**src/rtl/imem_loader_if.sv**
```systemverilog
// Byte-stream and instruction-memory write-port interfaces for imem_loader.
// The loader is the slave of the byte stream and the master of the write port.

interface imem_rx_if;
  logic [7:0] rx_data;
  logic       rx_valid;
  logic       rx_ready;

  modport master (output rx_data, output rx_valid, input  rx_ready);
  modport slave  (input  rx_data, input  rx_valid, output rx_ready);
endinterface

interface imem_wr_if #(
  parameter int unsigned ADDR_W = 6
);
  logic              imem_we;
  logic [ADDR_W-1:0] imem_waddr;
  logic [31:0]       imem_wdata;

  modport master (output imem_we, output imem_waddr, output imem_wdata);
  modport slave  (input  imem_we, input  imem_waddr, input  imem_wdata);
endinterface

```
**src/rtl/imem_loader.sv**
```systemverilog
// Instruction-memory loader: frames sync/length/payload bytes into 32-bit words and writes them.
// Optional trailing XOR checksum byte when IMEM_LOADER_CHECKSUM_EN is defined.

module imem_loader #(
  parameter int unsigned DEPTH     = 64,
  parameter int unsigned ADDR_W    = 6,
  parameter logic [7:0]  SYNC_BYTE = 8'hA5
) (
  input  logic       clk,
  input  logic       rst_n,
  imem_rx_if.slave   rx,
  imem_wr_if.master  wr,
  output logic       cpu_hold,
  output logic       load_done,
  output logic       err
);

  localparam int unsigned LEN_W = 16;

  typedef enum logic [2:0] {
    S_IDLE,
    S_LEN0,
    S_LEN1,
    S_DATA,
    S_WRITE,
`ifdef IMEM_LOADER_CHECKSUM_EN
    S_CHK,
`endif
    S_FIN
  } state_e;

  state_e             state_q, state_d;
  logic [LEN_W-1:0]   len_q, len_d;
  logic [LEN_W-1:0]   wcnt_q, wcnt_d;
  logic [1:0]         bcnt_q, bcnt_d;
  logic [31:0]        shift_q, shift_d;
  logic               rx_ready_q, rx_ready_d;
  logic               we_q, we_d;
  logic [ADDR_W-1:0]  waddr_q, waddr_d;
  logic [31:0]        wdata_q, wdata_d;
  logic               hold_q, hold_d;
  logic               done_q, done_d;
  logic               err_q, err_d;
`ifdef IMEM_LOADER_CHECKSUM_EN
  logic [7:0]         xor_q, xor_d;
`endif

  logic               accept_c;
  logic [LEN_W-1:0]   len_rx_c;

  assign accept_c = rx.rx_valid && rx_ready_q;
  assign len_rx_c = {rx.rx_data, len_q[7:0]};

  // Next-state and registered-output logic
  always_comb begin
    state_d  = state_q;
    len_d    = len_q;
    wcnt_d   = wcnt_q;
    bcnt_d   = bcnt_q;
    shift_d  = shift_q;
    we_d     = 1'b0;
    waddr_d  = waddr_q;
    wdata_d  = wdata_q;
    hold_d   = hold_q;
    done_d   = done_q;
    err_d    = err_q;
`ifdef IMEM_LOADER_CHECKSUM_EN
    xor_d    = xor_q;
`endif

    case (state_q)
      S_IDLE: begin
        if (accept_c && (rx.rx_data == SYNC_BYTE)) begin
          state_d = S_LEN0;
          hold_d  = 1'b1;
          done_d  = 1'b0;
          err_d   = 1'b0;
          len_d   = '0;
          wcnt_d  = '0;
          bcnt_d  = '0;
`ifdef IMEM_LOADER_CHECKSUM_EN
          xor_d   = '0;
`endif
        end
      end

      S_LEN0: begin
        if (accept_c) begin
          len_d[7:0] = rx.rx_data;
          state_d    = S_LEN1;
        end
      end

      S_LEN1: begin
        if (accept_c) begin
          len_d = len_rx_c;
          if (len_rx_c == '0) begin
`ifdef IMEM_LOADER_CHECKSUM_EN
            state_d = S_CHK;
`else
            state_d = S_FIN;
`endif
          end else if (len_rx_c > LEN_W'(DEPTH)) begin
            // Oversized frame: payload is left for IDLE to discard.
            state_d = S_FIN;
            err_d   = 1'b1;
          end else begin
            state_d = S_DATA;
            wcnt_d  = '0;
            bcnt_d  = '0;
          end
        end
      end

      S_DATA: begin
        if (accept_c) begin
          shift_d[{bcnt_q, 3'b000} +: 8] = rx.rx_data;
          bcnt_d = bcnt_q + 2'd1;
`ifdef IMEM_LOADER_CHECKSUM_EN
          xor_d  = xor_q ^ rx.rx_data;
`endif
          if (bcnt_q == 2'd3) begin
            state_d = S_WRITE;
            we_d    = 1'b1;
            waddr_d = wcnt_q[ADDR_W-1:0];
            wdata_d = shift_d;
          end
        end
      end

      S_WRITE: begin
        wcnt_d = wcnt_q + LEN_W'(1);
        if (wcnt_d == len_q) begin
`ifdef IMEM_LOADER_CHECKSUM_EN
          state_d = S_CHK;
`else
          state_d = S_FIN;
`endif
        end else begin
          state_d = S_DATA;
        end
      end

`ifdef IMEM_LOADER_CHECKSUM_EN
      S_CHK: begin
        if (accept_c) begin
          state_d = S_FIN;
          if (rx.rx_data != xor_q) begin
            err_d = 1'b1;
          end
        end
      end
`endif

      S_FIN: begin
        state_d = S_IDLE;
      end

      default: begin
        state_d = S_IDLE;
      end
    endcase

    // Outputs seen during FIN are set on entry so they line up with that cycle.
    if (state_d == S_FIN) begin
      hold_d = 1'b0;
      done_d = ~err_d;
    end

    rx_ready_d = (state_d != S_WRITE) && (state_d != S_FIN);
  end

  always_ff @(posedge clk or negedge rst_n) begin
    if (!rst_n) begin
      state_q    <= S_IDLE;
      len_q      <= '0;
      wcnt_q     <= '0;
      bcnt_q     <= '0;
      shift_q    <= '0;
      rx_ready_q <= 1'b0;
      we_q       <= 1'b0;
      waddr_q    <= '0;
      wdata_q    <= '0;
      hold_q     <= 1'b0;
      done_q     <= 1'b0;
      err_q      <= 1'b0;
`ifdef IMEM_LOADER_CHECKSUM_EN
      xor_q      <= '0;
`endif
    end else begin
      state_q    <= state_d;
      len_q      <= len_d;
      wcnt_q     <= wcnt_d;
      bcnt_q     <= bcnt_d;
      shift_q    <= shift_d;
      rx_ready_q <= rx_ready_d;
      we_q       <= we_d;
      waddr_q    <= waddr_d;
      wdata_q    <= wdata_d;
      hold_q     <= hold_d;
      done_q     <= done_d;
      err_q      <= err_d;
`ifdef IMEM_LOADER_CHECKSUM_EN
      xor_q      <= xor_d;
`endif
    end
  end

  assign rx.rx_ready   = rx_ready_q;
  assign wr.imem_we    = we_q;
  assign wr.imem_waddr = waddr_q;
  assign wr.imem_wdata = wdata_q;
  assign cpu_hold      = hold_q;
  assign load_done     = done_q;
  assign err           = err_q;

endmodule

```
**src/flat_wrapper.sv**
```systemverilog
// flat-port wrapper written by rule: the top's interface ports become plain ports
module imem_loader_flat 
#(
  parameter int unsigned DEPTH     = 64,
  parameter int unsigned ADDR_W    = 6,
  parameter logic [7:0]  SYNC_BYTE = 8'hA5
)
  (clk, rst_n, cpu_hold, load_done, err, rx_rx_data, rx_rx_valid, rx_rx_ready, wr_imem_we, wr_imem_waddr, wr_imem_wdata);
  imem_rx_if rx_i ();
  imem_wr_if #(.ADDR_W(ADDR_W)) wr_i ();
  input  logic clk;
  input  logic rst_n;
  output logic cpu_hold;
  output logic load_done;
  output logic err;
  input wire logic [$bits(rx_i.rx_data)-1:0] rx_rx_data;
  input wire logic [$bits(rx_i.rx_valid)-1:0] rx_rx_valid;
  output wire logic [$bits(rx_i.rx_ready)-1:0] rx_rx_ready;
  output wire logic [$bits(wr_i.imem_we)-1:0] wr_imem_we;
  output wire logic [$bits(wr_i.imem_waddr)-1:0] wr_imem_waddr;
  output wire logic [$bits(wr_i.imem_wdata)-1:0] wr_imem_wdata;
  assign rx_i.rx_data = rx_rx_data;
  assign rx_i.rx_valid = rx_rx_valid;
  assign rx_rx_ready = rx_i.rx_ready;
  assign wr_imem_we = wr_i.imem_we;
  assign wr_imem_waddr = wr_i.imem_waddr;
  assign wr_imem_wdata = wr_i.imem_wdata;
  imem_loader #(.DEPTH(DEPTH), .ADDR_W(ADDR_W), .SYNC_BYTE(SYNC_BYTE)) u_core (.clk(clk), .rst_n(rst_n), .rx(rx_i), .wr(wr_i), .cpu_hold(cpu_hold), .load_done(load_done), .err(err));
endmodule
```
**config.mk**
```make
export PLATFORM = sky130hd
export DESIGN_NAME = imem_loader_flat
export DESIGN_NICKNAME = d
export VERILOG_FILES = /design/src/rtl/imem_loader_if.sv /design/src/rtl/imem_loader.sv /design/src/flat_wrapper.sv
export SDC_FILE = /design/constraint.sdc
export NUM_CORES = 1
export LEC_CHECK = 0
export ABC_AREA = 1
export CORE_UTILIZATION = 45
export CTS_CLUSTER_DIAMETER = 80
export DETAILED_ROUTE_END_ITERATION = 8
export HOLD_SLACK_MARGIN = 0.1
export PLACE_DENSITY = 0.73
export SYNTH_ARGS = -nofsm -noshare
export SYNTH_HDL_FRONTEND = slang
export SYNTH_SLANG_ARGS = --single-unit
```
**constraint.sdc**
```tcl
create_clock -name clk -period 2 [get_ports clk]
set_input_delay 0.4 -clock clk [delete_from_list [all_inputs] [get_ports clk]]
set_output_delay 0.4 -clock clk [all_outputs]
set_load 0.02 [all_outputs]
```
# Word level (Yosys, flattened, before mapping)
# Index checks and enable logic that the tools add are counted.
[word_totals] register_bits=112 input_bits=11 output_inout_bits=43
[classes] add_sub_neg=3 magnitude_cmp=1 eq_ne=16 shift=2 mux=39 bitwise_logic=2 reduce_logical=18
[ops] cell="2-to-1 mux 16 bit" count=5
[ops] cell="one-hot mux 16 bit (3 select lines)" count=1
[ops] cell="bitwise mux 32 bit" count=1
[ops] cell="variable shift 8 x 7 -> 32 bit, first input constant" count=1
[ops] cell="indexed part select 8 x 7 -> 32 bit" count=1
[ops] cell="2-to-1 mux 3 bit" count=8
[ops] cell="one-hot mux 8 bit (3 select lines)" count=1
[ops] cell="adder 16 x 1 -> 16 bit, second input constant" count=1
[ops] cell="equality test 16 bit" count=1
[ops] cell="> comparator 16 x 7 -> 1 bit, second input constant" count=1
[ops] cell="zero test 16 bit" count=1
[ops] cell="one-hot mux 8 bit (2 select lines)" count=1
[ops] cell="one-hot mux 3 bit (5 select lines)" count=1
[ops] cell="2-to-1 mux 1 bit" count=13
[ops] cell="2-to-1 mux 2 bit" count=5
[ops] cell="equality test 8 bit, second input constant" count=1
[ops] cell="2-to-1 mux 8 bit" count=1
[ops] cell="!= test 2 x 1 -> 1 bit, second input constant" count=4
[ops] cell="nonzero test 2 bit" count=4
[ops] cell="negation 5 -> 7 bit" count=1
[ops] cell="equality test 3 x 2 -> 1 bit, second input constant" count=2
[ops] cell="equality test 3 bit, second input constant" count=2
[ops] cell="!= test 3 bit, second input constant" count=2
[ops] cell="one-hot mux 2 bit (3 select lines)" count=1
[ops] cell="other kinds (14)" count=21

# Longest topological paths before layout
# Gate-level depths: netlist of run 1.
[logic_depth] ltp_word=8 ltp_mapped=16 ltp_nobuf=16

# Worst setup path after synthesis of run 1
# No wires, ideal clock.
[synth_timing] path_type="reg2reg" start="reg u_core.bcnt_q[0]" end="reg u_core.shift_q[16]" setup_ns=0.083 arrival_ns=1.829 t_required_ns=1.917 slack_ns=0.088 stages_incl_launch_ff=10 path_buffers=2 period_less_slack_ns=1.912 cell_sequence="dfrtp_1 > clkbuf_1 > inv_1 > ha_1 > clkbuf_1 > nor2_1 > nand4_1 > o21ai_0 > nand2_1 > o21ai_0"
[synth_via] elab_chain_len=3
[synth_rtl] item="start, declared" line="imem_loader.sv:35" source="logic [1:0] bcnt_q, bcnt_d;"
[synth_rtl] item="start signal, assigned" line="imem_loader.sv:194" source="bcnt_q <= bcnt_d;"
[synth_rtl] item="negation 5 -> 7 bit *" line="imem_loader.sv:117" source="shift_d[{bcnt_q, 3'b000} +: 8] = rx.rx_data;"
[synth_rtl] item="indexed part select 8 x 7 -> 32 bit / variable shift 8 x 7 -> 32 bit (equally long branches)" line="imem_loader.sv:117"
[synth_rtl] item="bitwise mux 32 bit *" line="imem_loader.sv:117"
[synth_rtl] item="end signal, assigned" line="imem_loader.sv:195" source="shift_q <= shift_d;"
[synth_rtl] item="end, declared" line="imem_loader.sv:36" source="logic [31:0] shift_q, shift_d;"
# Mark *: on every way between the ends. The rest lies on a longest branch, timed or not.
# A chain may end at the register's enable or synchronous reset.

# Worst setup path in the final report of run 1
[layout_timing] start="reg u_core.wcnt_q[0]" end="reg u_core.done_q, in the netlist u_core.load_done"
[layout_via] elab_chain_len=7
[layout_rtl] item="start, declared" line="imem_loader.sv:34" source="logic [LEN_W-1:0] wcnt_q, wcnt_d;"
[layout_rtl] item="start signal, assigned" line="imem_loader.sv:193" source="wcnt_q <= wcnt_d;"
[layout_rtl] item="adder 16 x 1 -> 16 bit *" line="imem_loader.sv:132" source="wcnt_d = wcnt_q + LEN_W'(1);"
[layout_rtl] item="equality test 16 bit *" line="imem_loader.sv:133" source="if (wcnt_d == len_q) begin"
[layout_rtl] item="2-to-1 mux 3 bit *" line="imem_loader.sv:133"
[layout_rtl] item="one-hot mux 3 bit (5 select lines) *" line="imem_loader.sv:71" source="case (state_q)"
[layout_rtl] item="net u_core.state_d[2]" line="imem_loader.sv:32" source="state_e state_q, state_d;"
[layout_rtl] item="equality test 3 bit *" line="imem_loader.sv:165" source="if (state_d == S_FIN) begin"
[layout_rtl] item="nonzero test 2 bit (no line)"
[layout_rtl] item="AND reduction 2 bit (no line)"
[layout_rtl] item="end signal, assigned" line="imem_loader.sv:201" source="done_q <= done_d;"
[layout_rtl] item="end, declared" line="imem_loader.sv:42" source="logic done_q, done_d;"
# Mark *: on every way through the listed nets, which the timed path passes. The rest lies on a longest branch.

==> metrics.json, run 1 <==
{
  "outcome": "complete, but fails checks",
  "violations": "setup timing",
  "grt_remaining_overflow": 0,
  "syn2layout_area_growth_pct": 28.9,
  "synth_compound_area_frac": 0.113,
  "buffer_type_at_the_clock_tree_root": "sky130_fd_sc_hd__clkbuf_16",
  "synth-xor-area-share": 0.00471,
  "detail-route-antenna-nets": 0,
  "mappedNetlistArea_mm2": 0.00558,
  "syn-instance-count": 729,
  "synthAdderAreaFrac": 0.0157,
  "setup.worst_path.start_class": "flip-flop",
  "io_buffers": 53,
  "cts_hold_repair.buffers": 0,
  "drive_gt1_frac": 0.144,
  "dpl_cell_area_mm2": 0.00666,
  "yosys_reg_bits": 112,
  "die-width_um": 113,
  "dr_total_vias": 5288,
  "setup_violations": 4,
  "route.detailed.drc": 0,
  "timing.critical_path.mode_cell": "sky130_fd_sc_hd__nand2_1",
  "synth_enable_flop_cells": 0,
  "synth-warning-count": 0,
  "max_stage_delay_ns": 0.45,
  "ir_drop_v": 0.000513,
  "post-dp-hpwl_um": 10400,
  "avgRoutedWirePerCell_um": 15.1,
  "maxSlewHeadroom": 0.592,
  "post-route-cell-area_mm2": 0.00719,
  "p_per_area_mw_per_mm2": 1070,
  "core_area_mm2": 0.0121,
  "timing_max_transition_violations_final": 0,
  "antenna_found_initial": 0,
  "insertion_delay_ns": 0.36,
  "ys_dominant_reg_cell": "sky130_fd_sc_hd__dfrtp_1",
  "critPathRequiredTime_ns": 2.25,
  "critPathSlowestCell": "sky130_fd_sc_hd__dfrtp_1",
  "antenna_cells": 0,
  "cts_max_level": 3,
  "floorplan.die_area_mm2": 0.0129,
  "static-leakage-power_nw": 3.56,
  "synth-simple-area-share": 0.275,
  "cts.reportedPaths.clkPinSlew_ns": 0.08,
  "num_io_pins": 54,
  "max_freq_mhz": 478,
  "total_clock_buffers_created_by_cts": 9,
  "tritoncts_num_sinks": 112,
  "via_count_of_the_first_global_routing_pass": 5081,
  "main_combinational_cell_family_by_area_after_synthesis": "simple AND/OR/NAND/NOR gates",
  "postSynth.asyncResetShare": 1.00,
  "fin_worst_skew_ns": 0.0106,
  "cts_buffer_depth": 2,
  "grtUsageTotal": 0.248,
  "fin_ws_ns": -0.0930,
  "path_cells": "buf_6 > inv_2 > nor2_4 > buf_6 > nand2_1 > nand3_1 > nand2_1 > nor2_1 > nand3_2 > nor2_4 > nand4_1 > nand2_2 > nand2_1 > nand2_1 > nand2_1",
  "drt_pass1_iterations": 6,
  "setup.worst_path.end_class": "flip-flop",
  "floorplan.rows": 40,
  "synth_cell_type_count": 29,
  "worstPathMaxFanout": 6,
  "crit_family": "simple AND/OR/NAND/NOR gates",
  "ys_seq_area_frac": 0.502,
  "class_of_the_tightest_hold_or_removal_check": "input pin to async pin",
  "fin_nets": 849,
  "worst-setup-path-type": "flip-flop to flip-flop",
  "syn-num-nets": 747,
  "tritoncts": "done",
  "globalplace.congestion": 0.857,
  "initial_core_util": 0.463,
  "final_hold_viol_count": 0,
  "rsz0062_at_grt": "true",
  "critical_path_arrival_ns": 2.34,
  "timing.final.crit_period_ns": 2.09,
  "crit_path_buf_inv_count": 3,
  "fin_crit_sh": 1.05,
  "placement.setup.worst_slack_ns": -0.402,
  "maxCapViolCount": 0,
  "maximum_number_of_pins_on_one_net_before_global_route_repair": 113,
  "drt_first_iter_violations": 481,
  "yosys-mux-area-fraction": 0,
  "max_slew.worst_pin.slew_ns": 0.611,
  "drt-vias-per-instance": 5.27,
  "totalWireLength_um": 15200,
  "grt_pass1_wl_um": 24900,
  "avgSynthCellArea_um2": 7.65,
  "height_of_the_die_um": 113
}
kinds of logic after synthesis:
logic type,Yosys count
adders and majority gates,7
DFF,112
and+or+nand+nor,363
xor gates and xnor gates,3
buffers and inverters,129
AOI/OAI and AO/OA,115
cells in the final DEF (no fill, tap or decap), types with 2 or more instances in the layout:
cell / netlist / final
sky130_fd_sc_hd__a21oi_1: 5 / 4
sky130_fd_sc_hd__buf_12: 0 / 3
sky130_fd_sc_hd__buf_4: 2 / 53
sky130_fd_sc_hd__buf_6: 0 / 6
sky130_fd_sc_hd__clkbuf_1: 15 / 2
sky130_fd_sc_hd__clkbuf_16: 0 / 10
sky130_fd_sc_hd__clkdlybuf4s50_1: 0 / 44
sky130_fd_sc_hd__clkinv_1: 3 / 3
sky130_fd_sc_hd__dfrtp_1: 112 / 111
sky130_fd_sc_hd__dlymetal6s2s_1: 0 / 8
sky130_fd_sc_hd__ha_1: 7 / 6
sky130_fd_sc_hd__inv_1: 98 / 93
sky130_fd_sc_hd__inv_2: 3 / 7
sky130_fd_sc_hd__nand2_1: 236 / 229
sky130_fd_sc_hd__nand2_2: 3 / 8
sky130_fd_sc_hd__nand2_4: 0 / 2
sky130_fd_sc_hd__nand3_1: 51 / 47
sky130_fd_sc_hd__nand3_2: 0 / 4
sky130_fd_sc_hd__nand4_1: 28 / 28
sky130_fd_sc_hd__nor2_1: 36 / 27
sky130_fd_sc_hd__nor2_2: 3 / 7
sky130_fd_sc_hd__nor2_4: 2 / 7
sky130_fd_sc_hd__o21ai_0: 72 / 68
sky130_fd_sc_hd__o21ai_1: 1 / 5
sky130_fd_sc_hd__o22ai_1: 32 / 32
sky130_fd_sc_hd__xor2_1: 2 / 2
worst reg2reg max path, stage by stage (launching register included):
cell	delay (ns)
sky130_fd_sc_hd__dfrtp_1	0.45
sky130_fd_sc_hd__buf_6	0.15
sky130_fd_sc_hd__inv_2	0.05
sky130_fd_sc_hd__nor2_4	0.13
sky130_fd_sc_hd__buf_6	0.15
sky130_fd_sc_hd__nand2_1	0.09
sky130_fd_sc_hd__nand3_1	0.10
sky130_fd_sc_hd__nand2_1	0.06
sky130_fd_sc_hd__nor2_1	0.11
sky130_fd_sc_hd__nand3_2	0.13
sky130_fd_sc_hd__nor2_4	0.17
sky130_fd_sc_hd__nand4_1	0.14
sky130_fd_sc_hd__nand2_2	0.13
sky130_fd_sc_hd__nand2_1	0.06
sky130_fd_sc_hd__nand2_1	0.05
sky130_fd_sc_hd__nand2_1	0.04
metrics by stage:
| stage | cells | TNS, ns | utilization | hold WS, ns | power, mW |
|---|---|---|---|---|---|
| 2_1_floorplan | 729 | 0 | - | 0.104 | 4.63 |
| 3_3_place_gp | 979 | -12.49 | 0.552 | 0.464 | 5.47 |
| 3_5_place_dp | 979 | -12.60 | 0.552 | 0.464 | 5.56 |
| 4_1_cts | 996 | -0.0277 | 0.577 | 0.147 | 7.31 |
| 5_1_grt | 1004 | -0.704 | 0.596 | 0.173 | 8.16 |
| 6_report | 1004 | -0.217 | 0.596 | 0.0967 | 7.67 |
synth_stat cells, types with 3 or more instances:
master	n	area [um2]
sky130_fd_sc_hd__dfrtp_1	112	2800
sky130_fd_sc_hd__buf_2	6	30.0
sky130_fd_sc_hd__nand3_1	51	255
sky130_fd_sc_hd__o21ai_0	72	360
sky130_fd_sc_hd__clkinv_1	3	11.3
sky130_fd_sc_hd__nor2_2	3	18.8
sky130_fd_sc_hd__nand2_1	236	886
sky130_fd_sc_hd__nand4_1	28	175
sky130_fd_sc_hd__nand2_2	3	18.8
sky130_fd_sc_hd__nor2_1	36	135
sky130_fd_sc_hd__inv_2	3	11.3
sky130_fd_sc_hd__inv_1	98	368
sky130_fd_sc_hd__o22ai_1	32	200
sky130_fd_sc_hd__clkbuf_1	15	56.3
sky130_fd_sc_hd__a21oi_1	5	25.0
sky130_fd_sc_hd__ha_1	7	87.6
sky130_fd_sc_hd__nor4_1	3	18.8
layer usage:
metal,share of wire,GRT usage,up-vias
met5,0,0,-
met4,0.022,0.0991,0
met3,0.052,0.0439,28
met2,0.48,0.407,151
met1,0.44,0.327,2547
li1,-,-,2562
registers in the layout (all words and copies together) (netlist names):
name,count
u_core.shift_q,32
u_core.wr.imem_wdata,32
u_core.len_q,16
u_core.wcnt_q,16
u_core.wr.imem_waddr,6
u_core.state_q,3
u_core.bcnt_q,2
u_core.cpu_hold,1
u_core.err,1
u_core.load_done,1
u_core.rx.rx_ready,1
u_core.wr.imem_we,1
where the power goes:
group	internal (mW)	switching [mW]
combinational	1.17	1.80
sequential	2.75	0.224
clock	0.861	0.866
layout make-up:
class                           instances  area [um2]
Tap cell                              168         210
Sequential cell                       112        2800
Multi-Input combinational cell        488        2420
Clock buffer                           11         233
Timing Repair Buffer                  116        1100
Inverter                              104         393
Clock inverter                          5        41.3
Fill cell                            1091        4870
timing repair:
action / 4_1_cts / 5_1_grt
gates resized for setup: 7 / 50
pin swaps: 5 / 15
gates cloned: 0 / 2
buffers inserted: 1 / 6
endpoints found under the setup margin: 13 / 56
worst paths after layout:
| check | end | start | cells after the start | slack [ns] |
|---|---|---|---|---|
| hold reg to reg | u_core.wr.imem_wdata[26]$_DFFE_PN0P_ | u_core.wr.imem_wdata[26]$_DFFE_PN0P_ | 2 | 0.48 |
| hold / removal | u_core.wr.imem_wdata[2]$_DFFE_PN0P_ | rst_n | 2 | 0.1 |
| setup reg to reg | u_core.load_done$_DFFE_PN0P_ | u_core.wcnt_q[0]$_DFFE_PN0P_ | 15 | -0.09 |
| max in group asynchronous | u_core.wcnt_q[13]$_DFFE_PN0P_ | rst_n | 2 | 1.41 |
| setup / recovery | u_core.load_done$_DFFE_PN0P_ | u_core.wcnt_q[0]$_DFFE_PN0P_ | 15 | -0.09 |
| min in group clk | u_core.wr.imem_wdata[26]$_DFFE_PN0P_ | u_core.wr.imem_wdata[26]$_DFFE_PN0P_ | 2 | 0.48 |
Power figures use the tool's default switching activity.
==> run 2, diff against run 1 <==
--- a/constraint.sdc
+++ b/constraint.sdc
@@ -3,2 +3,2 @@
 set_output_delay 0.4 -clock clk [all_outputs]
-set_load 0.02 [all_outputs]
+set_load 0.05 [all_outputs]
==> run 2 against run 1 <==
Compared with the run above:
- the run still ends with setup timing left
- core utilization shrank 0.80 points
- fmax is 1.4% higher
- global-route usage decreased by 0.60 points
- hold slack better by 0.0045 ns
- flip-flop and latch count is the same
- register-to-register slack better by 0.03 ns
- combinational power decreased by 7.7%
- cell area shrank 1.3%
- non-clock buffer count down 3
- critical path type unchanged
- highest routed layer unchanged
==> metrics.json, run 2 (synthesized netlist as in run 1, its figures left out) <==
{
  "cts_buffer_depth": {"value": 2, "change": "unchanged"},
  "total_switching_power": {"value": 2.76, "unit": "mW", "change": "-4.6%"},
  "setup.worst_path.end_class": "flip-flop",
  "antenna_cells": {"value": 0, "change": "unchanged"},
  "cell_internal_pwr": {"value": 4.68, "unit": "mW", "change": "-2.1%"},
  "post-layout-total-power": {"value": 7.43, "unit": "mW", "change": "-3.1%"},
  "initial_core_util": {"value": 0.463, "change": "unchanged"},
  "net_sw_frac": {"value": 0.371, "change": "-0.00588"},
  "grt_pass1_wl": {"value": 24600, "unit": "um", "change": "-1.2%"},
  "critical_path_arrival": {"value": 2.31, "unit": "ns", "change": "-0.03 ns"},
  "worstPathMaxFanout": {"value": 8, "change": "+2"},
  "globalplace.congestion": {"value": 1.02, "change": "+20%"},
  "max_freq": {"value": 484, "unit": "MHz", "change": "+1.4%"},
  "class_of_the_tightest_hold_or_removal_check": "input pin to async pin",
  "static-leakage-power": {"value": 3.48, "unit": "nW", "change": "-2.4%"},
  "rsz0062_at_grt": "true",
  "timing_max_transition_violations_final": {"value": 0, "change": "unchanged"},
  "fin_crit_sh": {"value": 1.03, "change": "-0.0144"},
  "cts_hold_repair.buffers": {"value": 0, "change": "unchanged"},
  "floorplan.rows": {"value": 40, "change": "unchanged"},
  "tritoncts": "done",
  "worst_hold_margin": {"value": 0.101, "unit": "ns", "change": "+0.00446 ns"},
  "r2r-start": "u_core.wcnt_q[1]$_DFFE_PN0P_",
  "totalWireLength": {"value": 14900, "unit": "um", "change": "-1.7%"},
  "die-width": {"value": 113, "unit": "um", "change": "unchanged"},
  "worst_reg_to_reg_path_cell_count": {"value": 17, "change": "+2"},
  "num_io_pins": {"value": 54, "change": "unchanged"},
  "ir_drop": {"value": 0.000543, "unit": "V", "change": "+5.8%"},
  "fillCellCount": {"value": 1072, "change": "-1.7%"},
  "drive_gt1_frac": {"value": 0.132, "change": "-0.0115"},
  "floorplan.die_area": {"value": 0.0129, "unit": "mm2", "change": "unchanged"},
  "core_area": {"value": 0.0121, "unit": "mm2", "change": "unchanged"},
  "maxCapViolCount": {"value": 0, "change": "unchanged"},
  "drt_first_iter_violations": {"value": 504, "change": "+4.8%"},
  "worst-r2r-setup-slack": {"value": -0.06, "unit": "ns", "change": "+0.03 ns"},
  "fin_cells": {"value": 1001, "change": "-0.30%"},
  "maximum_number_of_pins_on_one_net_before_global_route_repair": {"value": 113, "change": "unchanged"},
  "violations": "setup timing",
  "setup.worst_path.start_class": "flip-flop",
  "cts.reportedPaths.clkPinSlew": {"value": 0.07, "unit": "ns", "change": "about the same"},
  "grt_remaining_overflow": {"value": 0, "change": "unchanged"},
  "io_buffers": {"value": 53, "change": "unchanged"},
  "critPathRequiredTime": {"value": 2.25, "unit": "ns", "change": "about the same"},
  "grtUsageTotal": {"value": 0.242, "change": "-0.00599"},
  "mostFrequentLayoutCells": "sky130_fd_sc_hd__nand2_1 (230), sky130_fd_sc_hd__dfrtp_1 (111), sky130_fd_sc_hd__inv_1 (96)",
  "worst-setup-path-type": "flip-flop to flip-flop",
  "detail-route-antenna-nets": {"value": 0, "change": "unchanged"},
  "p_comb_frac": {"value": 0.369, "change": "-0.018"},
  "pwr-share-seq": {"value": 0.402, "change": "+0.014"},
  "final_common_cell": "sky130_fd_sc_hd__nand2_1",
  "fin_ws": {"value": -0.0641, "unit": "ns", "change": "+0.0289 ns"},
  "max_slew.worst_pin.slew": {"value": 0.611, "unit": "ns", "change": "+0.0000942 ns"},
  "fin_nets": {"value": 846, "change": "-0.35%"},
  "avgRoutedWirePerCell": {"value": 14.9, "unit": "um", "change": "-1.4%"},
  "height_of_the_die": {"value": 113, "unit": "um", "change": "unchanged"},
  "outcome": "complete, but fails checks",
  "final_hold_viol_count": {"value": 0, "change": "unchanged"},
  "insertion_delay": {"value": 0.35, "unit": "ns", "change": "about the same"},
  "dr_total_vias": {"value": 5267, "change": "-0.40%"},
  "syn2layout_area_growth_pct": 27.2,
  "drt-vias-per-instance": {"value": 5.26, "change": "about the same"},
  "via_count_of_the_first_global_routing_pass": {"value": 5187, "change": "+2.1%"},
  "maxSlewHeadroom": {"value": 0.592, "change": "about the same"},
  "total_clock_buffers_created_by_cts": {"value": 9, "change": "unchanged"},
  "drt_pass1_iterations": {"value": 5, "change": "-1"},
  "route.detailed.drc": {"value": 0, "change": "unchanged"},
  "finish.utilization": {"value": 0.588, "change": "-0.00799"},
  "buffer_type_at_the_clock_tree_root": "sky130_fd_sc_hd__clkbuf_16",
  "multi_input_area": {"value": 0.00237, "unit": "mm2", "change": "-1.8%"},
  "antenna_found_initial": {"value": 0, "change": "unchanged"},
  "p_per_area": {"value": 1050, "unit": "mW/mm2", "change": "-1.7%"},
  "tritoncts_num_sinks": {"value": 112, "change": "unchanged"},
  "setup_violations": {"value": 3, "change": "-1"},
  "seqCellArea": {"value": 0.00280, "unit": "mm2", "change": "unchanged"},
  "cts_max_level": {"value": 3, "change": "unchanged"},
  "placement.setup.worst_slack": {"value": -0.265, "unit": "ns", "change": "+0.138 ns"},
  "rr_endpoint": "u_core.load_done$_DFFE_PN0P_",
  "post-dp-hpwl": {"value": 10500, "unit": "um", "change": "+1.2%"},
  "timing.final.crit_period": {"value": 2.06, "unit": "ns", "change": "-0.0289 ns"},
  "clock_share_of_power": {"value": 0.229, "change": "+0.004"},
  "fin_worst_skew": {"value": 0.0112, "unit": "ns", "change": "+0.000643 ns"},
  "dp_cells": {"value": 977, "change": "-0.20%"}
}
run 2: cell types whose count changed in the layout (fill, tap and decap cells not counted), moves of 2 or more:
cell                              before  now
sky130_fd_sc_hd__clkdlybuf4s50_1      44   49
sky130_fd_sc_hd__dlymetal6s2s_1        8    3
sky130_fd_sc_hd__buf_6                 6    2
sky130_fd_sc_hd__nor2_4                7    3
sky130_fd_sc_hd__inv_1                93   96
sky130_fd_sc_hd__nor2_1               27   30
sky130_fd_sc_hd__o21ai_0              68   71
sky130_fd_sc_hd__o21ai_1               5    2
sky130_fd_sc_hd__buf_4                53   55
sky130_fd_sc_hd__inv_2                 7    5
sky130_fd_sc_hd__nand3_1              47   49
sky130_fd_sc_hd__nand3_2               4    2
run 2: repair_timing:
item,4_1_cts,5_1_grt
setup buffers,0,8
pin swaps,7,14
endpoints found under the setup margin,4,44
gates resized for setup,5,24
run 2: through the flow:
stage	cell area [um2]	TNS, ns
3_5_place_dp	6660	-7.72
3_3_place_gp	6660	-6.36
6_report	7100	-0.169
2_1_floorplan	5590	0
4_1_cts	6950	-0.0601
5_1_grt	7100	-0.984
run 2: power groups by stage:
stage	Combinational, mW	Sequential [mW]	Clock [mW]
global route	3.07	3.04	1.81
global placement	2.48	3.00	0
CTS	2.60	2.98	1.74
finish	2.74	2.99	1.70
detailed placement	2.55	3.02	0
floorplan	1.66	3.00	0
run 2: critical path, stage by stage (launching register included):
cell and delay, ns:
sky130_fd_sc_hd__dfrtp_1 0.42, sky130_fd_sc_hd__buf_4 0.16, sky130_fd_sc_hd__nand2_1 0.07, sky130_fd_sc_hd__nor2_2 0.04, sky130_fd_sc_hd__buf_6 0.13, sky130_fd_sc_hd__buf_4 0.13
sky130_fd_sc_hd__nand2_1 0.07, sky130_fd_sc_hd__nand2_1 0.08, sky130_fd_sc_hd__nand3_1 0.07, sky130_fd_sc_hd__nand2_1 0.07, sky130_fd_sc_hd__nor2_1 0.10, sky130_fd_sc_hd__nand2_1 0.07
sky130_fd_sc_hd__nor2_2 0.13, sky130_fd_sc_hd__nand4_1 0.14, sky130_fd_sc_hd__nand2_2 0.12, sky130_fd_sc_hd__nand2_1 0.05, sky130_fd_sc_hd__nand2_1 0.05, sky130_fd_sc_hd__nand2_1 0.05
run 2: worst max path at each step:
stage | end | startpoint | slack, ns | cells after the start
after floorplan | u_core.shift_q[16]$_DFFE_PN0P_ | u_core.bcnt_q[0]$_DFFE_PN0P_ | 0.09 | 9
after global placement | u_core.wcnt_q[2]$_DFFE_PN0P_ | rx_rx_data[5] | -0.21 | 11
after detailed placement | u_core.wcnt_q[13]$_DFFE_PN0P_ | rx_rx_data[3] | -0.26 | 13
after CTS | u_core.load_done$_DFFE_PN0P_ | u_core.wcnt_q[0]$_DFFE_PN0P_ | -0.06 | 14
after global routing | u_core.load_done$_DFFE_PN0P_ | u_core.wcnt_q[1]$_DFFE_PN0P_ | -0.22 | 17
final | u_core.load_done$_DFFE_PN0P_ | u_core.wcnt_q[1]$_DFFE_PN0P_ | -0.06 | 17
run 2: per-layer routing:
metal	part of all wire	global-route usage	up-vias
li1	-	-	2553
met1	0.45	0.322	2508
met2	0.48	0.394	177
met3	0.049	0.0396	29
met4	0.027	0.105	0
met5	0	0	-
run 2: final cells by class:
cell class	count	share of cell area
timing repair buffer	113	0.147
multi-input combinational	488	0.334
tap	168	0.0296
sequential	112	0.395
clock buffer	12	0.0347
clock inverter	4	0.00406
inverter	104	0.0550
